==> config.mk <==
export PLATFORM = sky130hd
export DESIGN_NAME = module_input_deco_gray_filt
export DESIGN_NICKNAME = d
export VERILOG_FILES = /design/src/rtl/module_input_deco_gray_filt.sv
export SDC_FILE = /design/constraint.sdc
export NUM_CORES = 1
export LEC_CHECK = 0
export ABC_AREA = 1
export CAP_MARGIN = 5
export CORE_ASPECT_RATIO = 0.9
export CORE_MARGIN = 2
export CORE_UTILIZATION = 51
export DETAILED_ROUTE_END_ITERATION = 12
export GPL_TIMING_DRIVEN = 1
export PLACE_DENSITY = 0.67
export SYNTH_ARGS = -nofsm -noshare
export SYNTH_HDL_FRONTEND = slang
export SYNTH_SLANG_ARGS = --single-unit
==> constraint.sdc <==
create_clock -name clk_i -period 2.15 [get_ports clk_i]
set_input_delay 0.3225 -clock clk_i [delete_from_list [all_inputs] [get_ports clk_i]]
set_output_delay 0.3225 -clock clk_i [all_outputs]
set_load 0.005 [all_outputs]
==> src/rtl/module_input_deco_gray_filt.sv <==
// Input decoder for Gray or binary board codes: two-flop synchroniser, refresh-rate
// sampling, STABLE_SAMPLES debounce, conversion to binary, change and error pulses.
module module_input_deco_gray_filt #(
   parameter int WIDTH          = 4,
   parameter int INPUT_REFRESH  = 2700000,
   parameter int STABLE_SAMPLES = 3
) (
   input  logic             clk_i,
   input  logic             rst_i,
   input  logic [WIDTH-1:0] codigo_gray_i,
   input  logic             modo_i,
   output logic [WIDTH-1:0] codigo_bin_o,
   output logic             cambio_o,
   output logic             error_o
);

   localparam int RW = $clog2(INPUT_REFRESH);
   localparam int CW = $clog2(STABLE_SAMPLES + 1);
   localparam logic [RW-1:0] REF_LOAD = RW'(INPUT_REFRESH - 1);
   localparam logic [CW-1:0] CNT_MAX  = CW'(STABLE_SAMPLES);

   logic [WIDTH-1:0] sync1_r;
   logic [WIDTH-1:0] sync_r;
   logic [RW-1:0]    ref_cnt_r;
   logic             tick;
   logic [WIDTH-1:0] cand_r, cand_next;
   logic [CW-1:0]    cnt_r, cnt_next;
   logic [WIDTH-1:0] acc_r, acc_next;
   logic             accept;
   logic             bad_step;
   logic [WIDTH-1:0] bin_next;

   assign tick = (ref_cnt_r == '0);

   // Acceptance and conversion both look at the value acc_r takes on this edge,
   // so the output word and cambio_o move together.
   always_comb begin
      cand_next = cand_r;
      cnt_next  = cnt_r;
      accept    = 1'b0;
      if (tick) begin
         if (sync_r == cand_r) begin
            if (cnt_r != CNT_MAX) cnt_next = cnt_r + CW'(1);
         end else begin
            cand_next = sync_r;
            cnt_next  = CW'(1);
         end
         accept = (cnt_next == CNT_MAX) && (sync_r != acc_r);
      end
      acc_next = accept ? sync_r : acc_r;
      bad_step = ($countones(sync_r ^ acc_r) != 1);

      bin_next = acc_next;
      if (!modo_i) begin
         for (int unsigned i = 1; i < WIDTH; i++) begin
            bin_next[WIDTH-1-i] = bin_next[WIDTH-i] ^ acc_next[WIDTH-1-i];
         end
      end
   end

   always_ff @(posedge clk_i) begin
      if (rst_i) begin
         sync1_r      <= '0;
         sync_r       <= '0;
         ref_cnt_r    <= REF_LOAD;
         cand_r       <= '0;
         cnt_r        <= '0;
         acc_r        <= '0;
         codigo_bin_o <= '0;
         cambio_o     <= 1'b0;
         error_o      <= 1'b0;
      end else begin
         sync1_r      <= codigo_gray_i;
         sync_r       <= sync1_r;
         ref_cnt_r    <= tick ? REF_LOAD : ref_cnt_r - RW'(1);
         cand_r       <= cand_next;
         cnt_r        <= cnt_next;
         acc_r        <= acc_next;
         codigo_bin_o <= bin_next;
         cambio_o     <= accept;
         error_o      <= accept && !modo_i && bad_step;
      end
   end

endmodule

==> results.sh <==
export IMPL_min_period_ps=1968
export IMPL_tns_ps=0
export IMPL_antenna_found_initial=0
export IMPL_critPathMaxFanout=4
export IMPL_crit_type="flip-flop to flip-flop"
export IMPL_post_drt_wl_per_cell_um=10.55
export IMPL_rsz0062_at_grt="false"
export IMPL_slew_headroom_pct=79.88
export IMPL_finalCritPeriodShare_pct=91.54
export IMPL_cts_htree_levels=2
export IMPL_ys_ff_latch=45
export IMPL_powerDensity_nw_per_um2=589.4
export IMPL_synthToLayoutAreaGrowth_pct=13.41
export IMPL_wl_met1_um=2308
export IMPL_final_core_util_pct=61.11
export IMPL_cts_tree="yes"
export IMPL_wl_um=4061
export IMPL_drive_gt1_share_pct=13.85
export IMPL_path_depth=6
export IMPL_hp_class="flip-flop to flip-flop"
export IMPL_r2r_end="error_o"
export IMPL_peakVddDrop_uv=360.0
export IMPL_r2r_cells=6
export IMPL_hold_viol=0
export IMPL_drc=0
export IMPL_diodes=0
export IMPL_syn_nets=319
export IMPL_fin_cells=385
export IMPL_grt_usage_pct=18.69
export IMPL_nets=337
export IMPL_die_area_um2=4938
export IMPL_setup_worst_path_start_class="flip-flop"
export IMPL_r2r_start="sync_r[3]"
export IMPL_synth_avg_cell_area_um2=7.319
export IMPL_power_leakage_uw=0.001089
export IMPL_final_cell_mix="54 x nand2_1, 53 x nor2_1, 45 x dfxtp_1"
export IMPL_row_count=22
export IMPL_outcome="completed"
export IMPL_clockBufferDepth=2
export IMPL_n_fill_cell=389
export IMPL_worst_skew_pair_late_latency_ps=290
export IMPL_synth_yosys_seq_area_share_pct=40.22
export IMPL_dpl_hpwl_um=3129
export IMPL_critical_path_top_delay_family="adder cells"
export IMPL_grt_pass1_vias=1647
export IMPL_dp_cells=377
export IMPL_skew_ps=5.819
export IMPL_netlist_instances=306
export IMPL_fmax_mhz=508.1
export IMPL_cp_data_arrival_time_ps=2140
export IMPL_synth_warnings=0
export IMPL_slew_violations=0
export IMPL_topRoutingLayerUsed="met4"
export IMPL_grt_first_pass_wirelength_um=7176
export IMPL_startpoint="sync_r[3]"
export IMPL_grt_max_degree=20
export IMPL_hold_buffers=0
export IMPL_crit_path_frequent_cell="ha_1"
export IMPL_die_h_um=66.87
export IMPL_cts_setup_buffers=0
export IMPL_worstPathCellList="xor2_1 -> fa_1 -> ha_1 -> ha_1 -> nor3b_1 -> nor4_1"
export IMPL_worstMarginPinSlew_ps=301.4
export IMPL_dr_pass1_iters=4
export IMPL_ioPinCount=13
export IMPL_cts_buffers=5
export IMPL_io_buffers=12
export IMPL_core_um2=4156
export IMPL_grt_overflow_total=0
export IMPL_drv_cap=0
export IMPL_setup_slack_ps=182.0
export IMPL_slowest_delay_ps=460
export IMPL_syn_area_um2=2240
export IMPL_crit_path_end_kind="flip-flop"
export IMPL_clkSlewWorstSetupHoldPaths_ps=80
export IMPL_rrSetupSlack_ps=180
export IMPL_final_setup_viol_count=0
export IMPL_drt_iter0_drc=68
export IMPL_crit_end="error_o"
export IMPL_die_w_um=73.85
export IMPL_layout_commonest_cell="nand2_1"
export IMPL_viasPerCell=4.743
export IMPL_synth_cell_types=33
export IMPL_critical_path_required_ps=2330
export IMPL_post_place_ws_ps=190.6
export IMPL_cp_buffers_inverters=0
export IMPL_vias=1826
export IMPL_gp_congestion=0.7718
export IMPL_start_util_pct=53.88
export IMPL_wl_met2_um=1591
export IMPL_cts_sinks=45
export IMPL_ctsRootBufferMaster="clkbuf_8"
export IMPL_antenna_left=0
export IMPL_dr_wl_met3_um=134
export IMPL_cts_resized=0
export IMPL_cp_slowest_cell="fa_1"
==> worst min path at each step <==
stage | startpoint | end | slack, ps | cells past startpoint
CTS | sync1_r[2] | sync_r[2] | 400 | 2
global route | sync1_r[2] | sync_r[2] | 410 | 2
finish | sync1_r[2] | sync_r[2] | 400 | 2
detailed placement | sync1_r[2] | sync_r[2] | 390 | 2
global placement | sync1_r[2] | sync_r[2] | 390 | 2
floorplan | sync1_r[0] | sync_r[0] | 390 | 2
==> logic make-up (layout without fill, tap and decap cells) <==
group | after synthesis | in the layout | synth area share [%]
and+or+nand+nor | 168 | 168 | 36.54
DFF | 45 | 45 | 40.22
adders and majority gates | 6 | 6 | 3.687
xor gates and xnor gates | 10 | 10 | 3.910
buffers and inverters | 47 | 66 | 8.045
AOI/OAI and AO/OA | 30 | 30 | 7.598
==> sequential cells by signal, summed over array words and instances (netlist names) <==
register / flops
codigo_bin_o: 4
cnt_r: 2
sync1_r: 4
cambio_o: 1
sync_r: 4
acc_r: 3
error_o: 1
cand_r: 4
ref_cnt_r: 22
==> cell usage after synthesis (all sizes together) <==
cell type	instances	share of area [%]
buf	1	0.34
a21oi	11	2.5
nor3	6	2.1
a211oi	4	1.3
nand3	23	6.0
nor3b	1	0.34
o21a	1	0.34
xnor2	5	2.0
nand3b	2	0.67
nor2	64	13
o21ai	11	2.5
nand4	3	0.84
o31ai	2	0.67
nor4	1	0.28
fa	1	0.89
clkbuf	3	0.50
o211ai	1	0.34
dfxtp	45	40
ha	5	2.8
and2	1	0.28
and3	1	0.34
xor2	5	2.0
nand2	66	13
inv	43	7.2
==> routing by layer <==
layer	global-route usage, %	vias to the layer above
met5	0	-
met4	6.136	0
met3	4.085	2
met2	26.34	25
met1	27.83	798
li1	-	1001
==> power breakdown <==
group          total [uW]  switching [uW]  leakage (uW)  internal, uW
clock network         557             266     0.0000542           290
logic                88.1            53.2      0.000669          35.0
registers             852            7.43      0.000365           845
total                1500             327       0.00109          1170
==> per-stage QoR <==
stage,total power (uW),area [um2],hold slack [ps]
global route,1560,2540,409.0
floorplan,929.6,2240,388.3
finish,1497,2540,404.4
global placement,958.3,2439,390.7
detailed placement,960.6,2439,393.6
CTS,1519,2540,404.5
==> tightest hold or removal path: stages (launching register included) <==
cell and delay [ps]:
dfxtp_1 300, inv_1 40, nor2_1 30
==> cell type report <==
class	count	area [um2]	area share [%]
inverters	43	161.4	6.355
flip-flops and latches	45	900.9	35.47
repair buffers	15	142.6	5.616
well taps	60	75.07	2.956
clock inverters	1	5.005	0.1970
multi-input cells	214	1159	45.62
clock buffers	7	96.34	3.793
No activity file was read; power rests on OpenSTA's default activity.
